## config.mk

```make
export PLATFORM = sky130hd
export DESIGN_NAME = uart_receiver_flat
export DESIGN_NICKNAME = d
export VERILOG_FILES = /design/src/rtl/uart_receiver_pkg.sv /design/src/rtl/uart_receiver_if.sv /design/src/rtl/uart_baud_counter.sv /design/src/rtl/uart_receiver.sv /design/src/flat_wrapper.sv
export SDC_FILE = /design/constraint.sdc
export NUM_CORES = 1
export LEC_CHECK = 0
export CAP_MARGIN = 15
export CORE_MARGIN = 1
export CORE_UTILIZATION = 45
export DETAILED_ROUTE_END_ITERATION = 8
export PLACE_DENSITY_LB_ADDON = 0.1
export SYNTH_ARGS = -nofsm -noshare
export SYNTH_HDL_FRONTEND = slang
export SYNTH_SLANG_ARGS = --single-unit
```

## constraint.sdc

```tcl
create_clock -name clk -period 1.9 [get_ports clk]
set_clock_uncertainty 0.15 [all_clocks]
set_input_delay 0.38 -clock clk [delete_from_list [all_inputs] [get_ports clk]]
set_output_delay 0.38 -clock clk [all_outputs]
set_load 0.05 [all_outputs]
```

## src/rtl/uart_receiver_pkg.sv

```systemverilog
// uart_receiver_pkg: FSM state encoding shared by the UART receiver and transmitter
package uart_receiver_pkg;
   typedef enum logic [2:0] {IDLE, START, DATA, STOP, BREAK} uart_state_t;
endpackage

```

## src/rtl/uart_receiver_if.sv

```systemverilog
// uart_receiver_if: receive byte handshake and error pulses between receiver (master) and consumer (slave)
// data_out/data_out_valid/framing_error/overrun flow master->slave; data_out_ready flows slave->master
interface uart_receiver_if;
   logic [7:0] data_out;
   logic       data_out_valid;
   logic       data_out_ready;
   logic       framing_error;
   logic       overrun;
   modport master(output data_out, data_out_valid, framing_error, overrun, input data_out_ready);
   modport slave(input data_out, data_out_valid, framing_error, overrun, output data_out_ready);
endinterface

```

## src/rtl/uart_baud_counter.sv

```systemverilog
// uart_baud_counter: bit-period counter 0..TERMINAL-1 with clear and terminal-count flag
// ports: clk, reset (sync, active high), clear (restart at 0), count, tc (count == TERMINAL-1)
module uart_baud_counter #(
   parameter int TERMINAL = 125,
   parameter int WIDTH    = $clog2(TERMINAL)
) (
   input  logic             clk,
   input  logic             reset,
   input  logic             clear,
   output logic [WIDTH-1:0] count,
   output logic             tc
);
   assign tc = count == WIDTH'(TERMINAL - 1);
   always_ff @(posedge clk)
      if (reset || clear) count <= '0;
      else count <= tc ? '0 : count + 1'b1;
endmodule

```

## src/rtl/uart_receiver.sv

```systemverilog
// uart_receiver: 8N1 serial receiver with one-entry ready/valid holding register
// ports: clk, reset (sync, active high), serial_in (async RX line, idles high),
//        rx (master side: data_out, data_out_valid, data_out_ready, framing_error, overrun)
module uart_receiver
   import uart_receiver_pkg::*;
#(
   parameter int CLOCK_FREQ = 125_000_000,
   parameter int BAUD_RATE  = 115_200
) (
   input  logic             clk,
   input  logic             reset,
   input  logic             serial_in,
   uart_receiver_if.master  rx
);
   localparam int SYMBOL_EDGE_TIME    = CLOCK_FREQ / BAUD_RATE;
   localparam int SAMPLE_TIME         = SYMBOL_EDGE_TIME / 2;
   localparam int CLOCK_COUNTER_WIDTH = $clog2(SYMBOL_EDGE_TIME);

   uart_state_t                    state, state_next;
   logic                           rx_meta, rx_s;
   logic [CLOCK_COUNTER_WIDTH-1:0] count;
   logic                           tc, mid_start, data_tick, stop_tick, load;
   logic [2:0]                     bit_cnt;
   logic [7:0]                     shift;

   // counter restarts on every state change so each state times from its own entry
   uart_baud_counter #(.TERMINAL(SYMBOL_EDGE_TIME), .WIDTH(CLOCK_COUNTER_WIDTH)) u_baud (
      .clk(clk), .reset(reset), .clear(state_next != state), .count(count), .tc(tc)
   );

   assign mid_start = state == START && count == CLOCK_COUNTER_WIDTH'(SAMPLE_TIME - 1);
   assign data_tick = state == DATA && tc;
   assign stop_tick = state == STOP && tc;
   // a byte may load when the register is empty or is being drained in this same cycle
   assign load = stop_tick && rx_s && (!rx.data_out_valid || rx.data_out_ready);

   always_comb begin
      state_next = state;
      case (state)
         IDLE:    state_next = rx_s ? IDLE : START;
         START:   state_next = mid_start ? (rx_s ? IDLE : DATA) : START;
         DATA:    state_next = data_tick && bit_cnt == 3'd7 ? STOP : DATA;
         STOP:    state_next = stop_tick ? (rx_s ? IDLE : BREAK) : STOP;
         BREAK:   state_next = rx_s ? IDLE : BREAK;
         default: state_next = IDLE;
      endcase
   end

   always_ff @(posedge clk)
      if (reset) state <= IDLE;
      else state <= state_next;

   always_ff @(posedge clk)
      if (reset) begin
         {rx_s, rx_meta}   <= 2'b11;
         bit_cnt           <= '0;
         shift             <= '0;
         rx.data_out       <= '0;
         rx.data_out_valid <= 1'b0;
         rx.framing_error  <= 1'b0;
         rx.overrun        <= 1'b0;
      end else begin
         {rx_s, rx_meta}   <= {rx_meta, serial_in};
         bit_cnt           <= state != DATA ? '0 : bit_cnt + 3'(data_tick);
         shift             <= data_tick ? {rx_s, shift[7:1]} : shift;
         rx.data_out       <= load ? shift : rx.data_out;
         rx.data_out_valid <= load || (rx.data_out_valid && !rx.data_out_ready);
         rx.framing_error  <= stop_tick && !rx_s;
         rx.overrun        <= stop_tick && rx_s && rx.data_out_valid && !rx.data_out_ready;
      end
endmodule
```

## src/flat_wrapper.sv

```systemverilog
// flat-port wrapper written by rule: the top's interface ports become plain ports
module uart_receiver_flat import uart_receiver_pkg::*;
#(
   parameter int CLOCK_FREQ = 125_000_000,
   parameter int BAUD_RATE  = 115_200
)
  (clk, reset, serial_in, rx_data_out, rx_data_out_valid, rx_framing_error, rx_overrun, rx_data_out_ready);
  uart_receiver_if rx_i ();
  input  logic clk;
  input  logic reset;
  input  logic serial_in;
  output wire logic [$bits(rx_i.data_out)-1:0] rx_data_out;
  output wire logic [$bits(rx_i.data_out_valid)-1:0] rx_data_out_valid;
  output wire logic [$bits(rx_i.framing_error)-1:0] rx_framing_error;
  output wire logic [$bits(rx_i.overrun)-1:0] rx_overrun;
  input wire logic [$bits(rx_i.data_out_ready)-1:0] rx_data_out_ready;
  assign rx_data_out = rx_i.data_out;
  assign rx_data_out_valid = rx_i.data_out_valid;
  assign rx_framing_error = rx_i.framing_error;
  assign rx_overrun = rx_i.overrun;
  assign rx_i.data_out_ready = rx_data_out_ready;
  uart_receiver #(.CLOCK_FREQ(CLOCK_FREQ), .BAUD_RATE(BAUD_RATE)) u_core (.clk(clk), .reset(reset), .serial_in(serial_in), .rx(rx_i));
endmodule
```

==> results.md <==
- Fraction of power consumed by the clock network: 0.392
- Critical Path Source Type: register
- Power density relative to cell area: 708 mW/mm2
- Synthesis warning total: 0
- Cell breakdown of the critical path: or3b_4, nor4_4, ha_2, ha_4, xnor2_1, nor4_1
- Area of all sequential standard cells: 764 um2
- Area of the multi-input gates: 867 um2
- Global-route wire length before repair: 5060 um
- Achievable Freq: 553 MHz
- LEAKAGE: 0.790 nW
- Number of global-route vias before repair: approximately 1200
- CP max FO: 2
- Width of the die: 62.9 um
- Number of detailed-routing iterations run before antenna repair: 4
- Via-per-instance ratio: 5.06
- Non-filler instance count after layout: 250
- Antenna cell count: 0
- Layout cell share with drive strength beyond 1: 0.265
- Number of nets in the finished design: 212
- Die Height: around 63 um
- 1st-iter DRT viols: 54
- Mean post-synth cell area: between 9 and 10 um2
- Most common cell after layout, fill and taps aside: dfxtp_1
- Master cell of the clock root buffer: clkbuf_8
- Critical path type: register to register
- Filler cells: 298
- Net count after synthesis: 181
- CTS tree: done
- IO Port Bufs: 14
- Initial Util: 0.485
- Critical path's largest stage delay: 0.40 ns
- Worst reg-to-reg setup slack: 0.09 ns
- Global route overflow: 0
- Summed instance area of the synthesized netlist: 0.00167 mm2
- Estimated wirelength of the detail-placed design: approximately 2200 um
- Sw Ratio: 0.222
- Time the worst path needs with I/O delays and setup: 1.81 ns
- Total Routed Length: 2940 um
- Final-report setup violation count: 0
- Cell Rows: 21
- Reg-to-Reg End: u_core.bit_cnt[2]
- Sum Neg Setup Slack: 0 ns
- Final ANT Viol Nets: 0
- Post-synth cell types: 41
- Sequential element share of the synthesized area: 0.456
- Worst relative slew slack: 0.762
- Area of the die: 0.00395 mm2
- Core Footprint: 0.00344 mm2
- RSZ-0062 raised after global routing: yes
- Number of cell instances on the worst register-to-register path: 6
- Total of max-cap violations: 0
- Aggregate global-route resource usage: 0.166
- Post-detailed-route DRC marker count: 0
- GPL Wtd Cong: 0.756
- Post-DR wirelength/cell: 11.8 um
- Vias: 1266
- Post-synthesis to final-layout area growth: 23.0%
- Top Ports: 15
- Worst Hold Slack: 0.265 ns
- Fraction of power consumed by sequential logic: 0.559
- Tightest Pin Transition: approximately 0.35 ns
- Pin count of the biggest net entering global routing: 18
- Clock latency on the worst-skew pair: 0.29 ns
- Setup slack after placement: slightly above 0.04 ns
- Combinational power share: 0.050
- Deepest clock path buffer count: 2
- End point of the critical path: u_core.bit_cnt[2]
- Final Max Tran Viols: 0
- Final count of hold timing violations: 0
- Required arrival time at the worst endpoint: between 1.5 and 2 ns
- CTS H-Tree Depth: 2
- Power Internal: between 1 and 1.5 mW
- Total clock buffers created by CTS: 5
- Worst hold path type: register to register
- CTS clock-pin slew for the worst setup and hold paths: 0.08 ns
- Commonest non-fill, non-tap cells in the layout: 35 x dfxtp_1, 27 x buf_4, 22 x nand2_1
- Peak supply drop: 0.000321 V
- Arrival time worst endpoint: 1.87 ns
- Outcome: complete, no violations
- Initial antenna violation count: 0
- CP max stage cell: or3b_4
- Launching element of the worst setup path: u_core.state[2]
- Sw power: 323 uW
- Post-route worst setup slack: 0.0911 ns
- Post-Route Utilization: 0.596
- Number of clock sinks: 38
- Critical Path End Type: register
- Synthesis-stage register bit count: 38
- Final Cycle Share: 0.952
- Number of cells in the design after placement: 241
- Cells after synthesis: 172
- Launch point of the worst reg-to-reg path: u_core.state[2]
==> worst min path at each step <==
stage               depth (start not counted)     endpoint      startpoint  slack (ns)
finish                                      1  u_core.rx_s  u_core.rx_meta        0.27
global route                                1  u_core.rx_s  u_core.rx_meta        0.29
CTS                                         1  u_core.rx_s  u_core.rx_meta        0.27
detailed placement                          1  u_core.rx_s  u_core.rx_meta        0.25
global placement                            1  u_core.rx_s  u_core.rx_meta        0.25
floorplan                                   1  u_core.rx_s  u_core.rx_meta        0.24
==> flip-flops by register name (all words and copies together), names as in the netlist, 3 cells and up <==
name                 count
u_core.state             3
u_core.u_baud.count     11
u_core.shift             8
u_core.rx.data_out       8
u_core.bit_cnt           3
==> power by group through the flow <==
stage / Sequential [mW] / Clock (mW) / Combinational [mW]
final: 0.811 / 0.569 / 0.0719
after detailed placement: 0.829 / 0 / 0.0706
after global routing: 0.812 / 0.634 / 0.0797
after global placement: 0.829 / 0 / 0.0689
after floorplan: 0.831 / 0 / 0.0384
after CTS: 0.810 / 0.597 / 0.0711
==> area by class of cell <==
type / instances / share of cell area
Multi-Input combinational cell: 123 / 0.423
Sequential cell: 38 / 0.373
Timing Repair Buffer: 31 / 0.123
Clock buffer: 6 / 0.0402
Tap cell: 46 / 0.0280
Inverter: 4 / 0.00732
Clock inverter: 2 / 0.00610
==> metal layers <==
layer,share of wire,routed length (um),global-route usage
met5,0,0,0
met4,0.024,71,0.0727
met3,0.047,137,0.0620
met2,0.47,1390,0.277
met1,0.46,1340,0.187
==> what timing repair did <==
action,4_1_cts,5_1_grt
endpoints found under the setup margin,0,2
gates resized for setup,0,11
hold buffers,0,0
setup buffers,0,1
==> worst max-delay path, delay by kind of cell, from the launching register on <==
| kind | cells | cell delay (ns) |
|---|---|---|
| adder cells (fa/ha/maj) | 2 | 0.34 |
| XOR/XNOR | 1 | 0.05 |
| AND/OR/NAND/NOR | 3 | 0.85 |
| flip-flops | 1 | 0.32 |
==> metrics by stage <==
stage | power, mW | area, um2
2_1_floorplan | 0.870 | 1670
3_3_place_gp | 0.898 | 1900
3_5_place_dp | 0.900 | 1900
4_1_cts | 1.48 | 2000
5_1_grt | 1.53 | 2050
6_report | 1.45 | 2050
==> cell families (layout without fill, tap and decap cells) <==
family | Yosys count | count (layout) | synth area share
simple gates | 84 | 84 | 0.275
flops | 38 | 38 | 0.456
mux | 16 | 16 | 0.0960
xor+xnor | 11 | 11 | 0.0578
buf+inv | 11 | 43 | 0.0503
compound gates | 7 | 7 | 0.0270
fa+ha+maj | 5 | 5 | 0.0375
==> cell usage after synthesis, drive strengths merged <==
cell         instances  area, um2
xnor2                3       26.3
clkinv               1       3.75
nor4bb               1       10.0
nand3                7       35.0
and2                 2       12.5
clkbuf               3       21.3
nor2b                1       6.26
nand2b               1       6.26
nor3                 8       51.3
ha                   5       62.6
dfxtp               38        761
nand3b               1       20.0
o21ai                1       5.00
nand4                5       37.5
or3b                 1       8.76
a21oi                3       15.0
and4                 2       20.0
a22oi                1       7.51
or3                  2       17.5
a31o                 1       8.76
buf                  3       38.8
nor2                21       78.8
and3                 4       26.3
nor4                 3       25.0
inv                  3       11.3
mux2i               16        160
or2b                 1       8.76
o32ai                1       8.76
dlygate4sd1          1       8.76
or2                  2       12.5
nand2               22       82.6
xor2                 8       70.1
(Power assumes the default switching activity.)
